`src/rtl/mem_lsu.sv`:
```
// Load/store unit: single outstanding data-bus access with writeback retirement.
// Upstream holds its inputs while stall_o is high; only IDLE samples them.
module mem_lsu (
   input  logic        clk,
   input  logic        rst,
   input  logic        valid_i,
   input  logic [31:0] inst_i,
   input  logic        reg_w_ena_i,
   input  logic [4:0]  reg_w_addr_i,
   input  logic [31:0] reg_w_data_i,
   input  logic        mem_r_ena_i,
   input  logic [31:0] mem_r_addr_i,
   input  logic        mem_w_ena_i,
   input  logic [31:0] mem_w_addr_i,
   input  logic [31:0] mem_w_data_i,
   output logic        bus_req_o,
   output logic        bus_we_o,
   output logic [31:0] bus_addr_o,
   output logic [31:0] bus_wdata_o,
   output logic [3:0]  bus_be_o,
   input  logic        bus_gnt_i,
   input  logic        bus_rvalid_i,
   input  logic [31:0] bus_rdata_i,
   output logic        wb_valid_o,
   output logic        wb_reg_w_ena_o,
   output logic [4:0]  wb_reg_w_addr_o,
   output logic [31:0] wb_reg_w_data_o,
   output logic        stall_o,
   output logic        misalign_o
);

   typedef enum logic [1:0] {StIdle, StReq, StWait} state_e;

   state_e      state_q, state_d;
   logic [31:0] addr_q, addr_d;
   logic [31:0] wdata_q, wdata_d;
   logic [3:0]  be_q, be_d;
   logic        we_q, we_d;
   logic [2:0]  funct3_q, funct3_d;
   logic [4:0]  rd_q, rd_d;
   logic        wb_valid_q, wb_valid_d;
   logic        wb_ena_q, wb_ena_d;
   logic [4:0]  wb_addr_q, wb_addr_d;
   logic [31:0] wb_data_q, wb_data_d;
   logic        misalign_q, misalign_d;

   logic        is_access, is_store, supported, misaligned, legal;
   logic [2:0]  funct3;
   logic [31:0] acc_addr;
   logic [3:0]  st_be;
   logic [31:0] st_wdata;
   logic [31:0] ld_shifted, ld_data;

   // Decode the upstream slot; a slot with both enables is a store.
   always_comb begin
      funct3    = inst_i[14:12];
      is_access = valid_i & (mem_r_ena_i | mem_w_ena_i);
      is_store  = mem_w_ena_i;
      acc_addr  = is_store ? mem_w_addr_i : mem_r_addr_i;
      if (is_store) begin
         supported = (funct3 == 3'b000) | (funct3 == 3'b001) | (funct3 == 3'b010);
      end else begin
         supported = (funct3 == 3'b000) | (funct3 == 3'b001) | (funct3 == 3'b010) |
                     (funct3 == 3'b100) | (funct3 == 3'b101);
      end
      misaligned = supported &
                   (((funct3[1:0] == 2'b01) & acc_addr[0]) |
                    ((funct3[1:0] == 2'b10) & (acc_addr[1:0] != 2'b00)));
      legal = supported & ~misaligned;
   end

   // Store lane steering: replicate narrow data so any enabled lane carries it.
   always_comb begin
      st_be    = 4'b1111;
      st_wdata = mem_w_data_i;
      case (funct3[1:0])
         2'b00: begin
            st_be    = 4'b0001 << acc_addr[1:0];
            st_wdata = {4{mem_w_data_i[7:0]}};
         end
         2'b01: begin
            st_be    = 4'b0011 << {acc_addr[1], 1'b0};
            st_wdata = {2{mem_w_data_i[15:0]}};
         end
         default: ;
      endcase
   end

   // Load extraction from the returned word using the latched byte lane.
   always_comb begin
      ld_shifted = bus_rdata_i >> {addr_q[1:0], 3'b000};
      case (funct3_q)
         3'b000:  ld_data = {{24{ld_shifted[7]}}, ld_shifted[7:0]};
         3'b100:  ld_data = {24'h0, ld_shifted[7:0]};
         3'b001:  ld_data = {{16{ld_shifted[15]}}, ld_shifted[15:0]};
         3'b101:  ld_data = {16'h0, ld_shifted[15:0]};
         default: ld_data = bus_rdata_i;
      endcase
   end

   // FSM next-state, retirement and stall generation.
   always_comb begin
      state_d    = state_q;
      addr_d     = addr_q;
      wdata_d    = wdata_q;
      be_d       = be_q;
      we_d       = we_q;
      funct3_d   = funct3_q;
      rd_d       = rd_q;
      wb_valid_d = 1'b0;
      wb_ena_d   = 1'b0;
      wb_addr_d  = wb_addr_q;
      wb_data_d  = wb_data_q;
      misalign_d = 1'b0;
      stall_o    = 1'b0;
      unique case (state_q)
         StIdle: begin
            if (valid_i) begin
               if (!is_access) begin
                  wb_valid_d = 1'b1;
                  wb_ena_d   = reg_w_ena_i;
                  wb_addr_d  = reg_w_addr_i;
                  wb_data_d  = reg_w_data_i;
               end else if (legal) begin
                  addr_d   = acc_addr;
                  wdata_d  = st_wdata;
                  be_d     = is_store ? st_be : 4'b1111;
                  we_d     = is_store;
                  funct3_d = funct3;
                  rd_d     = reg_w_addr_i;
                  stall_o  = 1'b1;
                  state_d  = StReq;
               end else begin
                  // Faulting access retires as a no-op without touching the bus.
                  wb_valid_d = 1'b1;
                  wb_addr_d  = reg_w_addr_i;
                  wb_data_d  = 32'h0;
                  misalign_d = misaligned;
               end
            end
         end
         StReq: begin
            stall_o = 1'b1;
            if (bus_gnt_i) begin
               if (we_q) begin
                  stall_o    = 1'b0;
                  wb_valid_d = 1'b1;
                  wb_addr_d  = rd_q;
                  wb_data_d  = 32'h0;
                  state_d    = StIdle;
               end else begin
                  state_d = StWait;
               end
            end
         end
         StWait: begin
            stall_o = 1'b1;
            if (bus_rvalid_i) begin
               stall_o    = 1'b0;
               wb_valid_d = 1'b1;
               wb_ena_d   = 1'b1;
               wb_addr_d  = rd_q;
               wb_data_d  = ld_data;
               state_d    = StIdle;
            end
         end
         default: state_d = StIdle;
      endcase
      if (rst) begin
         stall_o = 1'b0;
      end
   end

   // State and output registers with synchronous reset.
   always_ff @(posedge clk) begin
      if (rst) begin
         state_q    <= StIdle;
         addr_q     <= 32'h0;
         wdata_q    <= 32'h0;
         be_q       <= 4'h0;
         we_q       <= 1'b0;
         funct3_q   <= 3'h0;
         rd_q       <= 5'h0;
         wb_valid_q <= 1'b0;
         wb_ena_q   <= 1'b0;
         wb_addr_q  <= 5'h0;
         wb_data_q  <= 32'h0;
         misalign_q <= 1'b0;
      end else begin
         state_q    <= state_d;
         addr_q     <= addr_d;
         wdata_q    <= wdata_d;
         be_q       <= be_d;
         we_q       <= we_d;
         funct3_q   <= funct3_d;
         rd_q       <= rd_d;
         wb_valid_q <= wb_valid_d;
         wb_ena_q   <= wb_ena_d;
         wb_addr_q  <= wb_addr_d;
         wb_data_q  <= wb_data_d;
         misalign_q <= misalign_d;
      end
   end

   assign bus_req_o       = (state_q == StReq);
   assign bus_we_o        = we_q;
   assign bus_addr_o      = {addr_q[31:2], 2'b00};
   assign bus_wdata_o     = wdata_q;
   assign bus_be_o        = be_q;
   assign wb_valid_o      = wb_valid_q;
   assign wb_reg_w_ena_o  = wb_ena_q;
   assign wb_reg_w_addr_o = wb_addr_q;
   assign wb_reg_w_data_o = wb_data_q;
   assign misalign_o      = misalign_q;

endmodule
```
`config.mk`:
```
export PLATFORM = sky130hd
export DESIGN_NAME = mem_lsu
export DESIGN_NICKNAME = d
export VERILOG_FILES = /design/src/rtl/mem_lsu.sv
export SDC_FILE = /design/constraint.sdc
export NUM_CORES = 1
export LEC_CHECK = 0
export ABC_AREA = 1
export BUFFER_PORTS_ARGS = -buffer_cell sky130_fd_sc_hd__buf_2
export CORE_ASPECT_RATIO = 0.5
export CORE_MARGIN = 8
export CORE_UTILIZATION = 48
export DETAILED_ROUTE_END_ITERATION = 12
export PLACE_DENSITY_LB_ADDON = 0.25
export SLEW_MARGIN = 20
export SYNTH_ARGS = -nofsm -noshare
export SYNTH_HDL_FRONTEND = slang
export SYNTH_SLANG_ARGS = --single-unit
export TNS_END_PERCENT = 5
```
`constraint.sdc`:
```
create_clock -name clk -period 2.05 [get_ports clk]
set_input_delay 0.41 -clock clk [delete_from_list [all_inputs] [get_ports clk]]
set_output_delay 0.41 -clock clk [all_outputs]
set_load 0.01 [all_outputs]
```
**Yosys cells after proc, flatten, opt, wreduce, memory -nomap -nowiden**

Cells that the tools add are included.

- Bits in registers: 119
- Bits of input ports: 205
- Output and inout port bits: 111
- Logic and storage cells: 103

- Equality and inequality tests: 18
- Shift-type cells: 3
- Muxes and demuxes: 45
- Bitwise logic cells: 15
- Reductions and logical operators: 10

Operators with widths:

| operator | number |
|---|---|
| two-way mux 32 bit | 7 |
| one-hot mux 32 bit (4 select lines) | 1 |
| one-hot mux 32 bit (3 select lines) | 1 |
| one-hot mux 32 bit (2 select lines) | 1 |
| >> shifter 32 x 5 -> 16 bit | 1 |
| two-way mux 5 bit | 6 |
| two-way mux 1 bit | 16 |
| one-hot mux 5 bit (3 select lines) | 1 |
| equality test 3 bit (second input constant) | 4 |
| two-way mux 2 bit | 6 |
| != test 2 bit (second input constant) | 4 |
| one-hot mux 4 bit (2 select lines) | 1 |
| equality test 3 x 1 -> 1 bit (second input constant) | 2 |
| zero test 3 bit | 2 |
| bitwise OR 1 bit | 6 |
| one-hot mux 1 bit (3 select lines) | 2 |
| one-hot mux 2 bit (3 select lines) | 1 |
| AND reduction 6 bit | 1 |
| AND 1 bit | 5 |
| AND reduction 5 bit | 1 |
| OR reduction 5 bit | 1 |
| equality test 2 x 1 -> 1 bit (second input constant) | 2 |
| equality test 2 bit (second input constant) | 2 |
| zero test 2 bit | 2 |
| 11 further kinds | 15 |

**Longest topological paths before layout**

Gate-level depths: netlist of the first run.

- Word-level depth: 14
- Depth in mapped cells: 13
- Mapped depth without buffers: 10

**Worst setup path after synthesis of the first run**

OpenSTA, ideal clock, no wires.

- Path type: input to output
- From: input port mem_w_ena_i
- To: output port stall_o
- Arrival time: 1.562 ns
- Data required time: 1.640 ns
- Path slack: 0.078 ns
- Cell stages on the path: 8
- Path buffers: 3
- Cell sequence: buf_4 o21ai_2 nand2_1 nand2_2 nand3_2 buf_2 buf_2 a31oi_1

- Word-level cells in the longest chain between the ends: 12
- Elaborated cells on any way between the ends: 16
- Those cells by class: 7 x mux; 8 x bitwise; 1 x reduce/logical

RTL lines:

| item | line | source |
|---|---|---|
| start: declaration | 13 | `input logic mem_w_ena_i,` |
| two-way mux 32 bit | 59 | `acc_addr = is_store ? mem_w_addr_i : mem_r_addr_i;` |
| nonzero test 2 bit | 68 | `((funct3[1:0] == 2'b10) & (acc_addr[1:0] != 2'b00)));` |
| AND 1 bit | 68 |  |
| bitwise OR 1 bit | 67 | `(((funct3[1:0] == 2'b01) & acc_addr[0]) \|` |
| AND 1 bit | 66 | `misaligned = supported &` |
| NOT 1 bit | 69 | `legal = supported & ~misaligned;` |
| AND 1 bit | 69 |  |
| two-way mux 1 bit | 124 | `end else if (legal) begin` |
| two-way mux 1 bit * | 119 | `if (!is_access) begin` |
| two-way mux 1 bit * | 118 | `if (valid_i) begin` |
| one-hot mux 1 bit (3 select lines) * | 116 | `unique case (state_q)` |
| two-way mux 1 bit * | 169 | `if (rst) begin` |
| end: declaration | 28 | `output logic stall_o,` |

Mark *: on every way between the ends. The rest lies on a longest branch, timed or not.

**Worst setup path after layout of the first run**

- From: register state_q[1]
- To: output port stall_o

- Word-level cells in the longest chain between the ends: 3
- Elaborated cells on any way between the ends: 5
- Those cells by class: 2 x eq/ne; 2 x mux; 1 x reduce/logical

RTL lines:

| item | line | source |
|---|---|---|
| start: declaration | 34 | `state_e state_q, state_d;` |
| start signal: assignment | 177 | `state_q <= StIdle;` |
| start signal: assignment | 190 | `state_q <= state_d;` |
| equality test 2 bit (tied with other cells) | 116 |  |
| one-hot mux 1 bit (3 select lines) * | 116 |  |
| two-way mux 1 bit * | 169 |  |

Marks and branches as above.

==> results.md, run 1 <==
- The run finished with clean final reports.
- The library cell appearing most often on the critical path is sky130_fd_sc_hd__nor2_2.
- The slack of the worst reg-to-reg path is 0.29 ns.
- The share of synthesized area in the top cell type comes to 0.350.
- The post-place instance area is 0.00811 mm².
- The library cell used as clock root buffer is sky130_fd_sc_hd__clkbuf_16.
- Counting distinct cell types in the post-synthesis netlist gives 30.
- The number of remaining DRC errors is 0.
- The depth of the worst register-to-register path is 8.
- The ratio of cells with drive above 1 in the final layout is 0.270.
- Across the routed clock network, the largest skew measured is 0.00962 ns.
- For this run, the detailed router's first-pass iteration total came to 4.
- The path with the worst hold slack has its endpoint at rd_q[2]$_SDFFE_PP0P_.
- The cell with the largest stage delay on the worst path is sky130_fd_sc_hd__dfxtp_2.
- Registers take 0.00238 mm².
- The number of cells after detailed placement is 1535.
- The insertion delay of the later-clocked pin in the worst-skew pair is 0.41 ns.
- The row count is 30.
- In the global route stage, overall resource usage came out at 0.235.
- The number of filler instances in the final layout is 1317.
- For this run, the register share of the synthesized area comes to 0.350.
- The largest single stage delay on the critical path is 0.34 ns.
- The number of routed nets with antenna violations is 0.
- The synthesized netlist occupies a cell area of 0.00680 mm².
- The number of pins with negative max-slew slack in the final report is 0.
- Port buffering added 284 buffers.
- Detailed placement ended at an HPWL of 16.4 mm.
- The total congestion overflow after global routing is 0.
- Hold is met by 0.265 ns.
- Summing internal, switching and leakage power gives 6.91 mW.
- Derived from the worst setup path, the maximum achievable clock frequency is 497 MHz.
- Setup violations remaining at the end of the flow were counted as 0.
- The post-synthesis instance total is 1129.
- The area growth from synthesis to layout is 29.0%.
- The maximum level of the CTS H-tree is 4.
- The maximum fanout encountered on the critical timing path is 4.
- The transition at the pin with the smallest max-transition slack is 0.796 ns.
- Timing analysis after detailed placement gives a worst setup slack of 0.0431 ns.
- The worst max-slew margin expressed relative to the limit is 0.469.
- The number of global-route vias before repair is 7240.
- The shortest period the worst path allows is 2.01 ns.
- The total of warnings raised by yosys is 0.
- A synthesized cell averages 6.02 µm².
- Summed over all failing endpoints, the final setup total negative slack is 0 ns.
- The via count is 7533.
- At the end of the flow the core is filled with cells to 0.640.
- Measured along the x axis, the die boundary spans 184 µm.
- The max-capacitance violation count is 0.
- sky130_fd_sc_hd__dfxtp_1 takes more of the synthesized area than any other cell.
- At the worst endpoint, the required time is 1.64 ns.
- In the post-synthesis netlist, the biggest area contributors are sky130_fd_sc_hd__dfxtp_1 (35%), sky130_fd_sc_hd__nand2_1 (28%), sky130_fd_sc_hd__a21oi_1 (7.3%), sky130_fd_sc_hd__nor2_1 (5.9%), sky130_fd_sc_hd__inv_1 (5.1%).
- The start-to-end type of the worst setup path is reg2out.
- The first global-routing pass estimated 35.3 mm of wire.
- The origin of the worst min-delay path is reg_w_addr_i[2].
- In this run the count of I/O pins placed on the die edge is 316.
- The repair_antennas step left the layout with diodes totalling 0.
- In the post-route analysis, the smallest setup slack over all paths is 0.0392 ns.
- The register bit total from synthesis is 119.
- The critical path goes through inv_2 -> ha_2 -> inv_1 -> nor2_2 -> nor2_2 -> a31oi_1 -> buf_2.
- The maximum number of pins on one net before global-route repair is 75.
- The die covers 0.0185 mm².
- The critical register-to-register path startpoint is addr_q[1]$_SDFFE_PP0P_.
- Summing all multi-input logic gate instances after layout gives 0.00349 mm².
- The worst hold path cell count is 3.
- In this run the vertical extent of the chip is 100 µm.
- The hold violation total from the final report was 0.
- The endpoint of the most critical register-to-register path is wb_reg_w_data_o[27]$_SDFFE_PP0P_.
- The worst setup path is captured at an output pin.
- For this design the static power due to leakage is 4.74 nW.
- The CTS tree is built.
- The initial utilization of the core area, before any placement, comes to 0.496.
- The number of antenna violations at the first check in global routing came to 2.
- The final routed wire length divided by cell count is 14.0 µm.
- The total of hold buffers inserted after clock tree synthesis is 0.
- Clock tree synthesis found a total of 119 sinks.
- Routability-driven placement finished with a final weighted congestion of 0.859.
- The post-detailed-route via-to-cell ratio is 4.80.
- The final standard cell count with taps included and fillers excluded is 1570.
- The number of clock buffers added by TritonCTS is 17.
- Data on the critical path arrives at its endpoint at 1.60 ns.
- The number of buffers on the longest clock path is 2.
- The number of design-rule violations left by the first detailed-router iteration is 504.
- For this block, the routed nets add up to 22.0 mm of wire.
- The part of the cycle the worst path needs is 0.981.
- The net count reported at finish is 1574.
- The path class of the tightest hold or removal check is in2reg.
- The worst setup path is launched from a flip-flop.
- The area of the core is 0.0137 mm².
- The clock-pin slew on the worst setup and hold paths is 0.05 ns.
- After routing the design area is 0.00877 mm².
- The peak supply drop is 374 µV.
- The total power per unit cell area is 789 mW/mm².
what timing repair did:
action / 4_1_cts / 5_1_grt
pin swaps: 1 / 1
setup endpoints to repair: 1 / 1
setup buffers: 1 / 2
endpoints found under the hold margin: 0 / 0
gates cloned: 0 / 0
gates resized for setup: 1 / 8
placed cells by master (no fill, tap or decap), types with 2 or more instances in the layout:
master                         n
sky130_fd_sc_hd__a21boi_0      8
sky130_fd_sc_hd__a21oi_1      99
sky130_fd_sc_hd__a31oi_1       2
sky130_fd_sc_hd__buf_12        4
sky130_fd_sc_hd__buf_2       284
sky130_fd_sc_hd__buf_4        22
sky130_fd_sc_hd__bufinv_16     3
sky130_fd_sc_hd__clkbuf_16    17
sky130_fd_sc_hd__clkbuf_8      2
sky130_fd_sc_hd__clkinv_1      3
sky130_fd_sc_hd__clkinv_2      3
sky130_fd_sc_hd__clkinvlp_4    5
sky130_fd_sc_hd__conb_1        2
sky130_fd_sc_hd__dfxtp_1     117
sky130_fd_sc_hd__dfxtp_2       2
sky130_fd_sc_hd__ha_1          2
sky130_fd_sc_hd__ha_2          2
sky130_fd_sc_hd__inv_1        92
sky130_fd_sc_hd__inv_2         5
sky130_fd_sc_hd__mux2_2        5
sky130_fd_sc_hd__nand2_1     504
sky130_fd_sc_hd__nand3_1      22
sky130_fd_sc_hd__nand3_2       4
sky130_fd_sc_hd__nor2_1      103
sky130_fd_sc_hd__nor2_2        9
sky130_fd_sc_hd__o211ai_1      8
sky130_fd_sc_hd__o21ai_0      38
flip-flops by register name, indices dropped and copies added (netlist names):
signal,cells
addr_q,32
bus_wdata_o,32
wb_reg_w_data_o,32
rd_q,5
wb_reg_w_addr_o,5
bus_be_o,4
funct3_q,3
state_q,2
bus_we_o,1
misalign_o,1
wb_reg_w_ena_o,1
wb_valid_o,1
cells in the mapped netlist:
cell type / number
sky130_fd_sc_hd__o22ai_1: 1
sky130_fd_sc_hd__nor2_2: 5
sky130_fd_sc_hd__nand2_2: 1
sky130_fd_sc_hd__o21ai_2: 1
sky130_fd_sc_hd__nand4_1: 1
sky130_fd_sc_hd__a21oi_1: 99
sky130_fd_sc_hd__dfxtp_1: 119
sky130_fd_sc_hd__o21a_1: 1
sky130_fd_sc_hd__nand3_1: 23
sky130_fd_sc_hd__nor3_1: 1
sky130_fd_sc_hd__buf_1: 4
sky130_fd_sc_hd__nand3_2: 4
sky130_fd_sc_hd__clkinv_1: 3
sky130_fd_sc_hd__inv_2: 4
sky130_fd_sc_hd__nor2_1: 107
sky130_fd_sc_hd__buf_4: 37
sky130_fd_sc_hd__conb_1: 1
sky130_fd_sc_hd__inv_1: 93
sky130_fd_sc_hd__buf_6: 9
sky130_fd_sc_hd__buf_2: 17
sky130_fd_sc_hd__o21ai_1: 1
sky130_fd_sc_hd__ha_1: 4
sky130_fd_sc_hd__mux2_2: 5
sky130_fd_sc_hd__a31oi_1: 2
sky130_fd_sc_hd__o211ai_1: 8
sky130_fd_sc_hd__or2_2: 1
sky130_fd_sc_hd__clkbuf_1: 27
sky130_fd_sc_hd__o21ai_0: 38
sky130_fd_sc_hd__a21boi_0: 8
sky130_fd_sc_hd__nand2_1: 504
area by class of cell:
| type | count | area share |
|---|---|---|
| flip-flops and latches | 119 | 0.272 |
| well taps | 192 | 0.0274 |
| inverters | 100 | 0.0428 |
| clock buffers | 20 | 0.0521 |
| multi-input cells | 817 | 0.398 |
| repair buffers | 310 | 0.190 |
| clock inverters | 12 | 0.0173 |
power by group:
group	switching (mW)	total [mW]	leakage (nW)	internal [mW]
registers	0.0728	2.53	0.973	2.46
logic	0.776	1.29	3.48	0.510
clock network	1.13	3.10	0.284	1.97
routing by layer:
layer | track usage | wire length [µm] | vias up
met1 | 0.264 | 8960 | 3350
met4 | 0.0684 | 333 | 4
met5 | 0 | 22 | -
met3 | 0.0804 | 1970 | 33
li1 | - | - | 3895
met2 | 0.417 | 10700 | 251
worst max path at each step:
| stage | startpoint | endpoint | slack (ns) | cells after the start |
|---|---|---|---|---|
| finish | state_q[1]$_SDFFE_PP0P_ | stall_o | 0.04 | 7 |
| global placement | mem_w_ena_i | bus_be_o[2]$_SDFFE_PP0P_ | 0.1 | 11 |
| CTS | state_q[1]$_SDFFE_PP0P_ | stall_o | 0.008 | 7 |
| detailed placement | mem_w_ena_i | bus_be_o[0]$_SDFFE_PP0P_ | 0.04 | 11 |
| floorplan | mem_w_ena_i | stall_o | 0.08 | 8 |
| global route | state_q[1]$_SDFFE_PP0P_ | stall_o | -0.02 | 7 |
worst max-delay path: cells and delay by family (launching register included):
kind	cells	cell delay (ns)
buffers and inverters	3	0.29
AND/OR/NAND/NOR	2	0.23
flip-flops	1	0.34
AO/OA/AOI/OAI	1	0.16
adder cells (fa/ha/maj)	1	0.17
cells by family after synthesis:
kind of cell / count (synthesis) / synth area share
simple gates: 647 / 0.368
other cells: 1 / 0.000552
buf+inv: 194 / 0.141
mux: 5 / 0.00828
fa+ha+maj: 4 / 0.00736
compound gates: 159 / 0.124
flops: 119 / 0.350
Note: power is estimated with default switching activity, not from simulation.
==> inputs of run 2 (changes only) <==
--- a/config.mk
+++ b/config.mk
@@ -10,6 +10,7 @@
 export CORE_ASPECT_RATIO = 0.5
 export CORE_MARGIN = 8
 export CORE_UTILIZATION = 48
+export CTS_CLUSTER_DIAMETER = 200
 export DETAILED_ROUTE_END_ITERATION = 12
 export PLACE_DENSITY_LB_ADDON = 0.25
 export SLEW_MARGIN = 20
==> constraint.sdc (replaced) <==
create_clock -name clk -period 1.92 [get_ports clk]
set_input_delay 0.384 -clock clk [delete_from_list [all_inputs] [get_ports clk]]
set_output_delay 0.384 -clock clk [all_outputs]
set_load 0.01 [all_outputs]
==> results.md, run 2 (synthesized netlist as in run 1, its figures left out) <==
- Run status: complete, no violations (unchanged).
- The transition at the pin with the smallest max-transition slack is 0.803 ns (was 0.796 ns).
- The row count is 30 (unchanged).
- The number of endpoints failing setup at the final stage came to 0 (unchanged).
- The net count reported at finish is 1576 (was 1574).
- The number of design-rule violations left by the first detailed-router iteration is 336 (was 504).
- The number of routed nets with antenna violations is 0 (unchanged).
- The die outline area is 0.0185 mm² (unchanged).
- The data arrival at the endpoint of the critical path is 1.52 ns (was 1.60 ns).
- The static power due to leakage was 4.77 nW (was 4.74 nW).
- The critical path startpoint category is a flip-flop (unchanged).
- The shortest period the worst path allows is 1.90 ns.
- The combinational group share of total power is 0.190 (was 0.186).
- The most common library cell in the layout ignoring fill and taps is sky130_fd_sc_hd__nand2_1 (unchanged).
- The height of the die was 100 µm (unchanged).
- The post-place instance area is 0.00815 mm² (was 0.00811 mm²).
- The via count is 7659 (was 7533).
- Static timing analysis puts the maximum clock frequency at 527 MHz.
- The final standard cell count with taps included and fillers excluded was 1572 (was 1570).
- The hold violation total from the final report is 0 (unchanged).
- The part of the cycle the worst path needs is 0.989.
- The placed wire-length estimate came to 16.8 mm (was 16.4 mm).
- The routability congestion estimate is 0.860 (was 0.859).
- The initial cell density of the core is 0.496 (unchanged).
- The power share of the clock group was 0.445 (was 0.448).
- The number of buffers on the longest clock path was 2 (unchanged).
- The CTS sink count is 119 (unchanged).
- Setup repair after global routing could not meet its margin everywhere.
- The maximum fanout encountered on the critical timing path is 6 (was 4).
- The total CTS buffers is 17 (unchanged).
- The kind of cell with the highest combined delay on the critical path is flip-flops (unchanged).
- The count of buffers from port buffering is 284 (unchanged).
- The maximum level of the CTS H-tree is 4 (unchanged).
- The insertion delay of the later-clocked pin in the worst-skew pair is 0.41 ns (about the same).
- The final routed wire length divided by cell count is 14.3 µm (was 14.0 µm).
- The combined buffer and inverter count along the critical path is 2 (was 3).
- The number of cells after detailed placement was 1538 (was 1535).
- The synthesis-to-finish area growth is 30.3% (was 29.0%).
- The first-pass GRT wire length was 36.2 mm (was 35.3 mm).
- The class of the worst hold path is in2reg (unchanged).
- The ratio of cells with drive above 1 in the final layout came to 0.272 (was 0.270).
- The number of global-route vias before repair was 7593 (was 7240).
- The post-route clock skew came to 0.0110 ns (was 0.00962 ns).
- Cells along the critical path: inv_1 -> ha_4 -> nand3_4 -> a31oi_1 -> buf_2 (was inv_2 -> ha_2 -> inv_1 -> nor2_2 -> nor2_2 -> a31oi_1 -> buf_2).
- The area of the core was 0.0137 mm² (unchanged).
- Commonest non-fill, non-tap cells in the layout: sky130_fd_sc_hd__nand2_1 (504), sky130_fd_sc_hd__buf_2 (284), sky130_fd_sc_hd__dfxtp_1 (117) (unchanged).
- The cell internal power dissipation came to 5.35 mW (was 4.94 mW).
- The net switching power of the design is 2.06 mW (was 1.97 mW).
- The chip width came to 184 µm (unchanged).
- The cell with the largest stage delay on the worst path is sky130_fd_sc_hd__dfxtp_4 (was sky130_fd_sc_hd__dfxtp_2).
- The maximum number of pins on one net before global-route repair was 75 (unchanged).
- The worst endpoint required time is 1.54 ns (was 1.64 ns).
- The wire length after detailed routing is 22.4 mm (was 22.0 mm).
- The post-detailed-route via-to-cell ratio is 4.87 (was 4.80).
- The total power per unit cell area is 837 mW/mm² (was 789 mW/mm²).
- The clock-pin slew on the worst setup and hold paths is 0.05 ns (about the same).
- The worst max-slew margin expressed relative to the limit is 0.465 (was 0.469).
- The finished layout cell area is 0.00886 mm² (was 0.00877 mm²).
- The switching share of power is 0.278 (was 0.286).
- The start-to-end type of the worst setup path is reg2out (unchanged).
- The library cell used as clock root buffer is sky130_fd_sc_hd__clkbuf_16 (unchanged).
- The total of hold buffers inserted after clock tree synthesis came to 0 (unchanged).
- The total congestion overflow after global routing was 0 (unchanged).
- The delay contributed by the slowest stage of the critical path is 0.36 ns (was 0.34 ns).
- The global-route usage over all layers is 0.239 (was 0.235).
- The nature of the critical path endpoint is an output pin (unchanged).
- The number of antenna violations at the first check in global routing is 3 (was 2).
- The peak supply drop was 599 µV (was 374 µV).
- The I/O pin total is 316 (unchanged).
- The number of pins with negative max-slew slack in the final report is 0 (unchanged).
- The number of filler instances in the final layout is 1305 (was 1317).
- The number of remaining DRC errors was 0 (unchanged).
- The max-capacitance violation count was 0 (unchanged).
- The detailed-routing iteration count for the pre-antenna-repair pass is 5 (was 4).
- The CTS tree is built (unchanged).
- The sequential fraction of design power was 0.365 (was 0.366).
run 2: worst reg2reg max path, cell delays in order (launching register included):
cell and delay, ns:
sky130_fd_sc_hd__dfxtp_1 0.34, sky130_fd_sc_hd__inv_2 0.29, sky130_fd_sc_hd__nand3_1 0.18, sky130_fd_sc_hd__nand3_2 0.23
sky130_fd_sc_hd__nand3_4 0.22, sky130_fd_sc_hd__nand2_1 0.13, sky130_fd_sc_hd__nand2_1 0.06, sky130_fd_sc_hd__nor2_1 0.08
sky130_fd_sc_hd__nor2_1 0.06
run 2: power groups by stage:
stage          Sequential [mW]  Clock, mW  Combinational [mW]
5_1_grt                   2.72       3.44                1.59
4_1_cts                   2.70       3.35                1.41
3_5_place_dp              2.75          0                1.39
6_report                  2.70       3.30                1.41
3_3_place_gp              2.75          0                1.36
2_1_floorplan             2.80          0               0.827
run 2: through the flow:
stage          utilization  TNS (ns)  total power [mW]  setup slack, ns  hold WS (ns)
6_report             0.646         0              7.41           0.0208         0.243
5_1_grt              0.646   -0.0569              7.74          -0.0569         0.243
3_5_place_dp         0.595         0              4.14           0.0189         0.452
3_3_place_gp         0.595         0              4.10           0.0452         0.448
4_1_cts              0.645         0              7.46          0.00397         0.228
2_1_floorplan            -         0              3.63        0.0000208         0.441
run 2: area by class of cell:
class	instances	area, µm²	share of cell area
antenna	1	2.50	0.000283
timing repair buffer	312	1690	0.191
clock buffer	23	488	0.0551
sequential	119	2390	0.270
tap	192	240	0.0271
clock inverter	8	120	0.0136
multi-input combinational	817	3540	0.400
inverter	100	380	0.0430
run 2: worst paths after layout:
path,startpoint,endpoint,slack (ns),cells after the start
worst min register to register,addr_q[3]$_SDFFE_PP0P_,addr_q[3]$_SDFFE_PP0P_,0.46,2
worst max-delay path,state_q[0]$_SDFFE_PP0P_,stall_o,0.02,5
worst max register to register,addr_q[1]$_SDFFE_PP0P_,wb_reg_w_data_o[23]$_SDFFE_PP0P_,0.23,8
worst min-delay path,reg_w_addr_i[4],rd_q[4]$_SDFFE_PP0P_,0.24,3
run 2: layer usage:
layer,track usage,vias to the layer above,routed length (µm),share of wire
li1,-,3908,-,-
met3,0.0761,51,2060,0.092
met1,0.267,3407,9090,0.41
met5,0,-,25,0.0011
met4,0.101,4,569,0.025
met2,0.417,289,10700,0.48
run 2: what timing repair did:
item / CTS / global route
setup buffers: 2 / 0
gates resized for setup: 20 / 3
cloned: 0 / 0
pin swaps: 5 / 2
setup endpoints to repair: 1 / 17
==> inputs of run 3 (changes only) <==
--- a/config.mk
+++ b/config.mk
@@ -5,11 +5,10 @@
 export SDC_FILE = /design/constraint.sdc
 export NUM_CORES = 1
 export LEC_CHECK = 0
-export ABC_AREA = 1
 export BUFFER_PORTS_ARGS = -buffer_cell sky130_fd_sc_hd__buf_2
 export CORE_ASPECT_RATIO = 0.5
 export CORE_MARGIN = 8
-export CORE_UTILIZATION = 48
+export CORE_UTILIZATION = 46
 export CTS_CLUSTER_DIAMETER = 200
 export DETAILED_ROUTE_END_ITERATION = 12
 export PLACE_DENSITY_LB_ADDON = 0.25
==> results.md, run 3 <==
- The checks that failed: negative setup slack.
- The total power per unit cell area came to 872 mW/mm² (was 837 mW/mm²).
- Most area-consuming cells after synthesis: sky130_fd_sc_hd__dfxtp_1 (39%), sky130_fd_sc_hd__mux2i_1 (9.9%), sky130_fd_sc_hd__a211oi_1 (5.8%), sky130_fd_sc_hd__buf_4 (5.3%), sky130_fd_sc_hd__a21oi_1 (5.0%) (was sky130_fd_sc_hd__dfxtp_1 (35%), sky130_fd_sc_hd__nand2_1 (28%), sky130_fd_sc_hd__a21oi_1 (7.3%), sky130_fd_sc_hd__nor2_1 (5.9%), sky130_fd_sc_hd__inv_1 (5.1%)).
- The global-route usage over all layers is 0.234 (was 0.239).
- The row count is 29 (was 30).
- The post-synthesis instance total is 713 (was 1129).
- The area of the core is 0.0128 mm² (was 0.0137 mm²).
- The core utilization of the finished layout is 0.678 (was 0.646).
- Unrepaired setup endpoints after global routing: yes (unchanged).
- The placed wire-length estimate was 15.7 mm (was 16.8 mm).
- The cell with the largest stage delay on the worst path was sky130_fd_sc_hd__dfxtp_2 (was sky130_fd_sc_hd__dfxtp_4).
- The start-to-end type of the worst setup path is reg2out (unchanged).
- The total CTS buffers is 17 (unchanged).
- The multiplexer share of the synthesized area was 0.107 (was 0.00828).
- The final standard cell count with taps included and fillers excluded is 1164 (was 1572).
- The beginning of the critical path is state_q[0]$_SDFFE_PP0P_ (unchanged).
- The critical path startpoint category was a flip-flop (unchanged).
- The maximum fanout encountered on the critical timing path is 3 (was 6).
- The number of remaining DRC errors is 0 (unchanged).
- The leading register cell type out of synthesis is sky130_fd_sc_hd__dfxtp_1 (unchanged).
- The number of endpoints failing setup at the final stage was 33 (was 0).
- The static power due to leakage is 3.95 nW (was 4.77 nW).
- The I/O pin total is 316 (unchanged).
- The finished layout cell area was 0.00866 mm² (was 0.00886 mm²).
- The tightest hold margin was 0.233 ns (was 0.243 ns).
- The worst max-slew margin expressed relative to the limit is 0.647 (was 0.465).
- The initial cell density of the core is 0.475 (was 0.496).
- The number of routed nets with antenna violations is 0 (unchanged).
- The dominant combinational cell family by area after synthesis is compound AO/OA/AOI/OAI gates (was simple AND/OR/NAND/NOR gates).
- The transition at the pin with the smallest max-transition slack came to 0.526 ns (was 0.803 ns).
- The number of design-rule violations left by the first detailed-router iteration is 427 (was 336).
- The number of antenna repair diodes is 0 (was 1).
- The net count reported at finish is 1192 (was 1576).
- The max-capacitance violation count is 0 (unchanged).
- The part of the cycle the worst path needs is 1.05 (was 0.989).
- The number of pins with negative max-slew slack in the final report is 0 (unchanged).
- The final routed wire length divided by cell count was 18.2 µm (was 14.3 µm).
- The number of antenna violations at the first check in global routing is 0 (was 3).
- The portion of synthesized cell area occupied by the leading cell type is 0.392 (was 0.350).
- The ratio of cells with drive above 1 in the final layout is 0.428 (was 0.272).
- The data arrival at the endpoint of the critical path is 1.63 ns (was 1.52 ns).
- The CTS sink count is 119 (unchanged).
- The routability congestion estimate came to 0.892 (was 0.860).
- The number of global-route vias before repair is 6579 (was 7593).
- The detailed-routing iteration count for the pre-antenna-repair pass is 5 (unchanged).
- The shortest period the worst path allows is 2.02 ns (was 1.90 ns).
- Commonest non-fill, non-tap cells in the layout: sky130_fd_sc_hd__buf_2 (284), sky130_fd_sc_hd__dfxtp_1 (117), sky130_fd_sc_hd__nand2_1 (80) (was sky130_fd_sc_hd__nand2_1 (504), sky130_fd_sc_hd__buf_2 (284), sky130_fd_sc_hd__dfxtp_1 (117)).
- The most frequently used cell type in the post-synthesis netlist is sky130_fd_sc_hd__dfxtp_1 (was sky130_fd_sc_hd__nand2_1).
- The register bit total from synthesis is 119 (unchanged).
- The maximum level of the CTS H-tree was 4 (unchanged).
- The library cell used as clock root buffer is sky130_fd_sc_hd__clkbuf_16 (unchanged).
- The die outline area is 0.0174 mm² (was 0.0185 mm²).
- The synthesized cell area is 0.00607 mm² (was 0.00680 mm²).
- The number of cells after detailed placement is 1122 (was 1538).
- The peak supply drop is 552 µV (was 599 µV).
- The simple-gate area share of the yosys netlist is 0.145 (was 0.368).
- The synthesized-area fraction occupied by ao, oa, aoi and oai cells is 0.251 (was 0.124).
- The total of warnings raised by yosys was 0 (unchanged).
- The total congestion overflow after global routing is 0 (unchanged).
- The adder-cell share of the synthesized area is 0.00824 (was 0.00736).
- The dominant cell type by area after synthesis is sky130_fd_sc_hd__dfxtp_1 (unchanged).
- The post-place instance area is 0.00770 mm² (was 0.00815 mm²).
- The origin of the worst min-delay path is reg_w_data_i[3] (was reg_w_addr_i[4]).
- The first-pass GRT wire length is 33.2 mm (was 36.2 mm).
- Run status: finished, violations left (was complete, no violations).
- The wire length after detailed routing is 21.2 mm (was 22.4 mm).
- The synthesis-to-finish area growth is 42.6% (was 30.3%).
- The xor/xnor cell area share of the yosys netlist is 0.00144 (was 0).
- The number of buffers on the longest clock path is 2 (unchanged).
- The delay contributed by the slowest stage of the critical path is 0.32 ns (was 0.36 ns).
- The average instance area after synthesis is 8.52 µm² (was 6.02 µm²).
- The post-route clock skew is 0.00911 ns (was 0.0110 ns).
- The critical register-to-register path startpoint is state_q[0]$_SDFFE_PP0P_ (was addr_q[1]$_SDFFE_PP0P_).
- The number of distinct library cells after synthesis was 50 (was 30).
- The height of the die came to 97.2 µm (was 100 µm).
- The hold violation total from the final report is 0 (unchanged).
- The worst slack at placement is -0.194 ns (was 0.0189 ns).
- The CTS tree is built (unchanged).
- Cells along the critical path: inv_2 -> ha_4 -> nand4_1 -> a21oi_4 -> nor2_4 -> nor3_4 -> buf_2 (was inv_1 -> ha_4 -> nand3_4 -> a31oi_1 -> buf_2).
- The sequential fraction of the synthesis area is 0.392 (was 0.350).
- The number of filler instances in the final layout is 1076 (was 1305).
- The highest clock frequency the design can meet came to 496 MHz (was 527 MHz).
- The number of enable-type register cells in the synthesized netlist came to 0 (unchanged).
- The post-detailed-route via-to-cell ratio is 5.42 (was 4.87).
- The worst endpoint required time is 1.54 ns (about the same).
- The share of flip-flops with an asynchronous set or reset came to 0 (unchanged).
- Top cells by instance count after synthesis: sky130_fd_sc_hd__dfxtp_1 (119), sky130_fd_sc_hd__nand2_1 (80), sky130_fd_sc_hd__nor2_1 (73) (was sky130_fd_sc_hd__nand2_1 (504), sky130_fd_sc_hd__dfxtp_1 (119), sky130_fd_sc_hd__nor2_1 (107)).
- The nature of the critical path endpoint was an output pin (unchanged).
- The multi-input combinational cell area is 0.00336 mm² (was 0.00354 mm²).
- The count of buffers from port buffering came to 284 (unchanged).
- The via count was 6306 (was 7659).
- The clock-pin slew on the worst setup and hold paths is 0.06 ns (was 0.05 ns).
- The insertion delay of the later-clocked pin in the worst-skew pair is 0.40 ns (was 0.41 ns).
- The chip width was 178 µm (was 184 µm).
- The total area of sequential cells is 0.00238 mm² (was 0.00239 mm²).
- The maximum number of pins on one net before global-route repair was 54 (was 75).
- The most common library cell in the layout ignoring fill and taps is sky130_fd_sc_hd__buf_2 (was sky130_fd_sc_hd__nand2_1).
- The class of the worst hold path was in2reg (unchanged).
- The worst setup slack after layout is -0.0974 ns (was 0.0208 ns).
## run 3: changes by cell type after synthesis, moves of 34 or more
cell                       previous run  this run
sky130_fd_sc_hd__nor2_1             107        73
sky130_fd_sc_hd__nand2_1            504        80
sky130_fd_sc_hd__a211oi_1             0        47
sky130_fd_sc_hd__inv_1               93         7
sky130_fd_sc_hd__a21oi_1             99        61
sky130_fd_sc_hd__mux2i_1              0        60
## run 3: cell type report
cell class | instances | share of cell area
Multi-Input combinational cell | 492 | 0.388
Clock inverter | 8 | 0.0113
Sequential cell | 119 | 0.275
Timing Repair Buffer | 345 | 0.241
Clock buffer | 22 | 0.0559
Inverter | 8 | 0.00347
Tap cell | 170 | 0.0246
## run 3: cell families (layout without fill, tap and decap cells)
family / count (synthesis) / in the layout
adder cells (fa/ha/maj): 4 / 4
XOR/XNOR: 1 / 1
AND/OR/NAND/NOR: 198 / 198
other: 1 / 2
buffers and inverters: 103 / 383
AO/OA/AOI/OAI: 224 / 224
flip-flops: 119 / 119
multiplexers: 63 / 63
## run 3: timing repair
item                       in CTS  in global routing
pin swaps                       9                  7
gates cloned                    2                  0
setup endpoints to repair      37                 88
hold buffers                    0                  0
setup buffers                   9                  1
hold endpoints to repair        0                  0
resized for setup              19                 29
## run 3: final timing paths
check / end / slack [ns] / cells past startpoint
max: stall_o / -0.1 / 7
min: wb_reg_w_data_o[3]$_SDFFE_PP0P_ / 0.23 / 3
max reg2reg: wb_reg_w_data_o[23]$_SDFFE_PP0P_ / -0.07 / 10
min reg2reg: bus_wdata_o[31]$_SDFFE_PP0P_ / 0.45 / 2
## run 3: layer usage
metal,track usage,wire (µm)
met5,0,0
met4,0.0777,379
met3,0.0636,1850
met2,0.404,10400
met1,0.275,8560
## run 3: metrics by stage
step	total power [mW]	TNS, ns
final	7.55	-1.22
after global routing	7.88	-4.13
after CTS	7.55	-0.788
after detailed placement	4.32	-9.00
after global placement	4.29	-6.24
after floorplan	3.72	-0.912
## run 3: critical path: cells and delay by family, from the launching register on
kind	cells	cell delay, ns
buffers and inverters	2	0.22
AOI/OAI and AO/OA	1	0.22
adders and majority gates	1	0.15
DFF	1	0.32
and+or+nand+nor	3	0.33
## run 3: power by group
part	switching [mW]	internal, mW
Clock	1.12	2.03
Sequential	0.112	2.67
Combinational	0.874	0.740
